===== config.mk =====
export PLATFORM = sky130hd
export DESIGN_NAME = cla_serial_add32_flat
export DESIGN_NICKNAME = d
export VERILOG_FILES = /design/src/rtl/cla_pkg.sv /design/src/rtl/cla_serial_add32_if.sv /design/src/rtl/cla4_slice.sv /design/src/rtl/cla_serial_add32.sv /design/src/flat_wrapper.sv
export SDC_FILE = /design/constraint.sdc
export NUM_CORES = 1
export LEC_CHECK = 0
export BUFFER_PORTS_ARGS = -buffer_cell sky130_fd_sc_hd__clkbuf_2
export CORE_UTILIZATION = 58
export CTS_CLUSTER_SIZE = 24
export DETAILED_ROUTE_END_ITERATION = 6
export GPL_TIMING_DRIVEN = 0
export PLACE_DENSITY = 0.95
export REMOVE_ABC_BUFFERS = 1
export SLEW_MARGIN = 20
export SYNTH_ARGS = -nofsm -noshare
export SYNTH_HDL_FRONTEND = slang
export SYNTH_SLANG_ARGS = --single-unit

===== constraint.sdc =====
create_clock -name clk -period 7.8 [get_ports clk]
set_clock_uncertainty 0.2 [all_clocks]
set_input_delay 0.39 -clock clk [delete_from_list [all_inputs] [get_ports clk]]
set_output_delay 0.39 -clock clk [all_outputs]
set_load 0.005 [all_outputs]

===== src/rtl/cla_pkg.sv =====
// Shared types and constants for the nibble-serial lookahead adder.
package cla_pkg;

  localparam int unsigned WIDTH   = 32;
  localparam int unsigned SLICES  = 8;
  localparam int unsigned SLICE_W = 4;
  localparam int unsigned CNT_W   = 3;
  localparam int unsigned IDX_W   = 5;

  typedef enum logic [1:0] {
    IDLE = 2'b00,
    RUN  = 2'b01,
    DONE = 2'b10
  } state_t;

  typedef struct packed {
    logic [WIDTH-1:0] a;
    logic [WIDTH-1:0] b;
    logic             ci;
  } add_req_t;

endpackage


===== src/rtl/cla_serial_add32_if.sv =====
// Request/result bundle between a requester and the serial adder.
interface cla_serial_add32_if;

  logic                      start;
  logic [cla_pkg::WIDTH-1:0] a;
  logic [cla_pkg::WIDTH-1:0] b;
  logic                      ci;
  logic                      busy;
  logic                      done;
  logic [cla_pkg::WIDTH-1:0] s;
  logic                      co;
  logic                      ovf;

  modport master (output start, a, b, ci, input busy, done, s, co, ovf);
  modport slave  (input start, a, b, ci, output busy, done, s, co, ovf);

endinterface


===== src/rtl/cla4_slice.sv =====
// 4-bit carry-lookahead slice: lookahead carries plus XOR3 sum bits.
module cla4_slice
  import cla_pkg::*;
(
  input  logic [SLICE_W-1:0] a,
  input  logic [SLICE_W-1:0] b,
  input  logic               ci,
  output logic [SLICE_W-1:0] s,
  output logic               c3,
  output logic               co
);

  logic [SLICE_W-1:0] g;
  logic [SLICE_W-1:0] p;
  logic [SLICE_W:0]   c;

  assign g = a & b;
  assign p = a | b;

  // Each carry is a flat sum of products; no internal ripple
  assign c[0] = ci;
  assign c[1] = g[0] | (p[0] & ci);
  assign c[2] = g[1] | (p[1] & g[0]) | (p[1] & p[0] & ci);
  assign c[3] = g[2] | (p[2] & g[1]) | (p[2] & p[1] & g[0])
              | (p[2] & p[1] & p[0] & ci);
  assign c[4] = g[3] | (p[3] & g[2]) | (p[3] & p[2] & g[1])
              | (p[3] & p[2] & p[1] & g[0])
              | (p[3] & p[2] & p[1] & p[0] & ci);

  assign s  = a ^ b ^ c[SLICE_W-1:0];
  assign c3 = c[3];
  assign co = c[4];

endmodule


===== src/rtl/cla_serial_add32.sv =====
// 32-bit adder evaluating one lookahead nibble per clock, LSB first, with start/busy/done framing.
module cla_serial_add32
  import cla_pkg::*;
(
  input  logic              clk,
  input  logic              reset_n,
  cla_serial_add32_if.slave bus
);

  state_t             state_q;
  state_t             state_d;
  logic               busy_q;
  logic               done_q;
  logic [CNT_W-1:0]   cnt_q;
  logic               carry_q;
  logic [WIDTH-1:0]   op_a_q;
  logic [WIDTH-1:0]   op_b_q;
  logic [WIDTH-1:0]   s_q;
  logic               co_q;
  logic               ovf_q;
  logic               load_c;
  logic               step_c;
  logic               last_c;
  logic [IDX_W-1:0]   base_c;
  logic [SLICE_W-1:0] nib_s;
  logic               nib_c3;
  logic               nib_co;
  add_req_t           req;

  assign req    = '{a: bus.a, b: bus.b, ci: bus.ci};
  assign last_c = (cnt_q == CNT_W'(SLICES - 1));
  assign base_c = IDX_W'(cnt_q * SLICE_W);

  // State register; busy/done are registered decodes of the next state
  always_ff @(posedge clk) begin
    if (!reset_n) begin
      state_q <= IDLE;
      busy_q  <= 1'b0;
      done_q  <= 1'b0;
    end else begin
      state_q <= state_d;
      busy_q  <= (state_d == RUN);
      done_q  <= (state_d == DONE);
    end
  end

  always_comb begin
    state_d = state_q;
    case (state_q)
      IDLE:    if (bus.start) state_d = RUN;
      RUN:     if (last_c) state_d = DONE;
      DONE:    state_d = bus.start ? RUN : IDLE;
      default: state_d = IDLE;
    endcase
  end

  // Datapath controls; start is only honoured outside RUN
  always_comb begin
    load_c = 1'b0;
    step_c = 1'b0;
    case (state_q)
      IDLE, DONE: load_c = bus.start;
      RUN:        step_c = 1'b1;
      default:    ;
    endcase
  end

  cla4_slice u_slice (
    .a  (op_a_q[base_c +: SLICE_W]),
    .b  (op_b_q[base_c +: SLICE_W]),
    .ci (carry_q),
    .s  (nib_s),
    .c3 (nib_c3),
    .co (nib_co)
  );

  always_ff @(posedge clk) begin
    if (!reset_n) begin
      cnt_q   <= '0;
      carry_q <= 1'b0;
      op_a_q  <= '0;
      op_b_q  <= '0;
      s_q     <= '0;
      co_q    <= 1'b0;
      ovf_q   <= 1'b0;
    end else if (load_c) begin
      op_a_q  <= req.a;
      op_b_q  <= req.b;
      carry_q <= req.ci;
      cnt_q   <= '0;
      s_q     <= '0;
    end else if (step_c) begin
      s_q[base_c +: SLICE_W] <= nib_s;
      carry_q                <= nib_co;
      cnt_q                  <= cnt_q + CNT_W'(1);
      // Top slice carries decide the 33rd bit and signed overflow
      if (last_c) begin
        co_q  <= nib_co;
        ovf_q <= nib_c3 ^ nib_co;
      end
    end
  end

  assign bus.busy = busy_q;
  assign bus.done = done_q;
  assign bus.s    = s_q;
  assign bus.co   = co_q;
  assign bus.ovf  = ovf_q;

endmodule


===== src/flat_wrapper.sv =====
// flat-port wrapper written by rule: the top's interface ports become plain ports
module cla_serial_add32_flat import cla_pkg::*;
  (clk, reset_n, bus_start, bus_a, bus_b, bus_ci, bus_busy, bus_done, bus_s, bus_co, bus_ovf);
  cla_serial_add32_if bus_i ();
  input  logic clk;
  input  logic reset_n;
  input wire logic [$bits(bus_i.start)-1:0] bus_start;
  input wire logic [$bits(bus_i.a)-1:0] bus_a;
  input wire logic [$bits(bus_i.b)-1:0] bus_b;
  input wire logic [$bits(bus_i.ci)-1:0] bus_ci;
  output wire logic [$bits(bus_i.busy)-1:0] bus_busy;
  output wire logic [$bits(bus_i.done)-1:0] bus_done;
  output wire logic [$bits(bus_i.s)-1:0] bus_s;
  output wire logic [$bits(bus_i.co)-1:0] bus_co;
  output wire logic [$bits(bus_i.ovf)-1:0] bus_ovf;
  assign bus_i.start = bus_start;
  assign bus_i.a = bus_a;
  assign bus_i.b = bus_b;
  assign bus_i.ci = bus_ci;
  assign bus_busy = bus_i.busy;
  assign bus_done = bus_i.done;
  assign bus_s = bus_i.s;
  assign bus_co = bus_i.co;
  assign bus_ovf = bus_i.ovf;
  cla_serial_add32 u_core (.clk(clk), .reset_n(reset_n), .bus(bus_i));
endmodule

Word-level counts from Yosys, hierarchy flattened
Index checks and enable logic that the tools add are counted.

Reduce and logical (&&, ||, !) cells: 5. Muxes and demuxes: 9. Shifts and indexed selects: 4. Bitwise operators: 33. Add/subtract/negate cells: 2. Equality and inequality tests: 5.

Operators with widths (count): 32-bit by 6-bit indexed part select with 4-bit output (2); 32-bit bitwise mux (1); 4-bit by 7-bit variable shift with 32-bit output, first input constant (1); 4-bit by 7-bit indexed part select with 32-bit output (1); 1-bit bitwise AND (16); 1-bit OR (10); 4-bit bitwise XOR (2); 5-bit negation with 7-bit output (1); 2-bit case mux with 3 select lines (1); 1-bit 2-to-1 mux (5); 4-bit bitwise AND (1); 2-bit by 1-bit == test with 1-bit output, second input constant (2); 2-bit == test, second input constant (2); 2-bit 2-to-1 mux (2); 4-bit OR (1); 2-bit OR reduction (2); 3-bit by 1-bit adder with 3-bit output, second input constant (1); 3-bit == test, second input constant (1); 3-bit AND reduction (1); 2-bit logical NOT (1); 1-bit inverter (2); 2-bit nonzero test (1); 1-bit bitwise XOR (1).

Register bits after elaboration: 106. Word-level logic and storage cells: 68. Bits of input ports: 68. Output and inout bits: 36.

Logic depth before layout (Yosys ltp)
Depth in word-level cells: 9. Mapped depth: 11. Mapped depth without buffers: 9.

Cells and area by module
From an unflattened synthesis, not the netlist that was laid out.

Cells, all modules: 566. Area, all modules: 4999.8 sq um.

Modules (own cells, without submodules): cla_serial_add32 (cells an instance 527, area each 4690.7 sq um, instances 1); cla4_slice (cells an instance 39, area each 309.0 sq um, instances 1).

Worst setup path after synthesis
No wires, ideal clock.

Path type: register -> register. Start point: reg u_core.cnt_q[0]. End point: reg u_core.ovf_q (netlist: u_core.bus.ovf). Required time: 7.538 ns. Library setup time: 0.062 ns. Cell stages (with the launch flop): 10. Arrival: 2.606 ns. Path slack: 4.932 ns. Cell sequence: dfxtp_1 -> buf_4 -> mux4_2 -> nand2_1 -> and2_1 -> inv_1 -> ha_1 -> o311a_1 -> or4_1 -> nand3_1.

Longest elaborated chain between the ends: 8.

Ends and longest elaborated chain: start: declaration (line cla_serial_add32.sv:14) `logic [CNT_W-1:0] cnt_q;`; start signal: assignment (line cla_serial_add32.sv:95) `cnt_q <= cnt_q + CNT_W'(1);`; 32-bit by 6-bit indexed part select with 4-bit output, on equally long branches (line cla_serial_add32.sv:69, cla_serial_add32.sv:70); 4-bit OR or 4-bit bitwise AND (tied branches) (line cla4_slice.sv:18, cla4_slice.sv:17); 1-bit bitwise AND, on equally long branches (line cla4_slice.sv:26, cla4_slice.sv:27, cla4_slice.sv:28); 1-bit OR (tied with other cells) (2 in series) (line cla4_slice.sv:26) `assign c[4] = g[3] | (p[3] & g[2]) | (p[3] & p[2] & g[1])`; 1-bit OR or 1-bit bitwise AND (tied branches) (line cla4_slice.sv:27, cla4_slice.sv:28); 1-bit OR (line cla4_slice.sv:28) `| (p[3] & p[2] & p[1] & p[0] & ci);`; 1-bit bitwise XOR (line cla_serial_add32.sv:99) `ovf_q <= nib_c3 ^ nib_co;`; end signal: assignment (line cla_serial_add32.sv:99); end: declaration (line cla_serial_add32.sv:20) `logic ovf_q;`.

Several ways; a longest one is shown, not always the timed one. A chain may end at the register's enable or synchronous reset.

Final worst setup path
Start point: reg u_core.cnt_q[2]. End point: reg u_core.s_q[2] (netlist: u_core.bus.s[2]).

Longest elaborated chain between the ends: 9.

Ends and longest elaborated chain: 32-bit by 6-bit indexed part select with 4-bit output, on equally long branches (line cla_serial_add32.sv:69, cla_serial_add32.sv:70); 4-bit OR or 4-bit bitwise AND (tied branches) (line cla4_slice.sv:18, cla4_slice.sv:17); 1-bit bitwise AND, on equally long branches (line cla4_slice.sv:24, cla4_slice.sv:25); 1-bit OR (tied with other cells) (line cla4_slice.sv:24) `assign c[3] = g[2] | (p[2] & g[1]) | (p[2] & p[1] & g[0])`; 1-bit OR or 1-bit bitwise AND (tied branches) (line cla4_slice.sv:24, cla4_slice.sv:25); 1-bit OR (line cla4_slice.sv:25) `| (p[2] & p[1] & p[0] & ci);`; 4-bit bitwise XOR (line cla4_slice.sv:30) `assign s = a ^ b ^ c[SLICE_W-1:0];`; 4-bit by 7-bit indexed part select with 32-bit output (line cla_serial_add32.sv:93) `s_q[base_c +: SLICE_W] <= nib_s;`; 32-bit bitwise mux (*) (line cla_serial_add32.sv:93); end signal: indexed assignment (line cla_serial_add32.sv:93); end: declaration (line cla_serial_add32.sv:18) `logic [WIDTH-1:0] s_q;`.

Every way passes the cells marked *; elsewhere a longest branch is shown, timed or not.

==> flow_summary.ini <==
[sta]
setup_viol = 0
period_share_pct = 44.8
hold_viol = 0
drv_slew = 0
layout_min_cycle_time_ns = 3.50
fin_ws_ns = 4.30
rsz0062_at_grt = false
worst_pin_slew_ns = 0.905
timing.fmax_ghz = 0.286
setup_tns_ns = 0
slew_headroom_pct = 39.5
hold_ws_ns = 0.0220

[floorplanning]
initial_core_util_pct = 60.6
die_h_um = 92.6
core-area_um2 = 7850
fp.dieArea_um2 = 8570
die_w_um = 92.6
core.rowCount = 32
io_pins = 104

[global_route]
first_global_vias = 4155
grt_max_degree = 72
grt_usage_pct = 26.8
grt_first_pass_wirelength_um = 18100
antenna_found_initial = 0
grt-ovfl-total = 0

[yosys]
synthFlopType = dfxtp_1
yosysSeqAreaShare_pct = 44.6
synth_top_area_cell = dfxtp_1
synthCells = 547
async_flop_share_pct = 0
synth_area_um2 = 4760
ys.warnings.count = 0
synth_seq_cells = 106
yosysMostFrequentCell = nand2_1
yosys-top-cells-count = nand2_1, dfxtp_1, a21oi_1
ys_types = 52
synth_edf_count = 0
netlist.area_leader.share_pct = 44.6
avgSynthCellArea_um2 = 8.70
ys_top_cells_by_area = dfxtp_1, nand2_1, a21oi_1, mux4_2, ha_1

[critical_path]
endpoint = u_core.bus.s[2]
path_class = flop to flop
end_kind = flop
reg2reg_depth = 8
crit_start = u_core.cnt_q[2]
r2r_end = u_core.bus.s[2]
rr_startpoint = u_core.cnt_q[2]
critPathArrivalTime_ns = 3.52
crit_fanout = 14
cp-start-kind = flop
reg2reg_slack_ns = 4.30
worst_ep_required_time_ns = 7.83

[clock_network]
clock-root-buffer = clkbuf_8
cts-buffers-inserted = 9
cts_hold_buffers = 0
post_cts_resized = 0
cts.htree.levels = 3
post_cts_buffers = 0
tritoncts = yes
clkLatencyLatePin_ns = 0.37
clk_path_buf_depth = 2
cts_num_sinks = 106
clk_pin_slew_ns = 0.10

[job]
cap_violations = 0

[place]
dpl_worst_slack_ns = 4.07
io_buffers = 103
gp_congestion = 0.774
dp_hpwl_um = 7470

[hold_path]
hp-start = bus_b[2]
hold_path.class = input pin to flop

[routing]
drtIter0Drc = 168
firstDrtPassIters = 6
drt-total-wl_um = 10600
routed_via_density = 5.62
ant_nets = 0
vias = 4122
avgRoutedWirePerCell_um = 14.5
drc = 0

[power_and_ir_drop]
leakagePower_nw = 2.42
p_per_area_nw_per_um2 = 187
p_total_w = 0.00103
peakVddDrop_mv = 0.178

[final_layout]
syn2layout_area_growth_pct = 15.4
layout.nets = 712
drive_above_1_share_pct = 24.5
antennaDiodeCount = 0

[status]
status = finished, final reports clean
==> critical path, stage by stage (launching register included) <==
cell	delay, ns
dfxtp_1	0.74
clkinv_1	0.53
nand2_1	0.15
and2_1	0.17
inv_1	0.08
ha_1	0.23
o31ai_1	0.29
mux2i_1	0.73
o21ai_0	0.21
==> registers in the layout, summed over array words and instances, names as in the netlist <==
name and flops:
u_core.state_q 2, u_core.cnt_q 3, u_core.carry_q 1, u_core.op_a_q 32
u_core.bus.busy 1, u_core.bus.co 1, u_core.bus.s 32, u_core.op_b_q 32
u_core.bus.done 1, u_core.bus.ovf 1
==> metrics by stage <==
| step | instances | utilization (%) | cell area, um2 |
|---|---|---|---|
| 2_1_floorplan | 511 | - | 4590 |
| 3_3_place_gp | 716 | 66.6 | 5230 |
| 3_5_place_dp | 719 | 67.7 | 5320 |
| 4_1_cts | 734 | 69.9 | 5490 |
| 5_1_grt | 734 | 70.0 | 5490 |
| 6_report | 734 | 70.0 | 5490 |
==> worst min-delay path by stage <==
stage / end / cells after the start / slack [ns]
final: u_core.op_b_q[2] / 3 / 0.02
after detailed placement: u_core.op_a_q[26] / 2 / 0.24
after CTS: u_core.op_b_q[2] / 3 / 0.01
after global routing: u_core.op_b_q[27] / 3 / 0.02
after floorplan: u_core.op_a_q[10] / 2 / 0.23
after global placement: u_core.op_a_q[29] / 2 / 0.24
==> layout make-up <==
type                       count  area, um2
clock buffer                   9        124
clock inverter                 6       48.8
fill                         629       2360
inverter                      14       53.8
multi-input combinational    391       2420
sequential                   106       2120
tap                          102        128
timing repair buffer         106        591
==> per-layer routing <==
layer  track usage, %  wire [um]
met2             48.6       5320
met5                0          0
met3             4.35        528
met4             11.7        219
met1             30.9       4560
==> cell usage in the layout (no fill, tap or decap), types with 3 or more instances in the layout <==
cell,instances
o21ai_0,3
nor3_1,3
and2_1,8
or3_1,3
mux2i_1,13
o31ai_1,7
nand3_1,17
clkbuf_2,103
ha_1,15
nor2_1,28
nand2_1,162
inv_1,12
a21oi_1,73
o41ai_1,4
inv_6,3
mux4_2,16
clkinvlp_4,3
dfxtp_1,104
clkbuf_8,9
==> report_power, final <==
group	internal [W]	switching [W]	total, W	leakage, nW
registers	0.000564	0.0000138	0.000577	0.866
logic	0.0000583	0.0000802	0.000138	1.48
clock network	0.000118	0.000192	0.000310	0.0787
total	0.000740	0.000286	0.00103	2.42
==> kinds of logic (layout without fill, tap and decap cells) <==
group | count (synthesis) | in the layout | share of synthesized area, %
simple gates | 246 | 246 | 23.7
flops | 106 | 106 | 44.6
compound gates | 99 | 99 | 12.2
buf+inv | 50 | 135 | 4.71
mux | 29 | 29 | 10.3
fa+ha+maj | 16 | 16 | 4.36
xor+xnor | 1 | 1 | 0.184
Power figures use the tool's default switching activity.
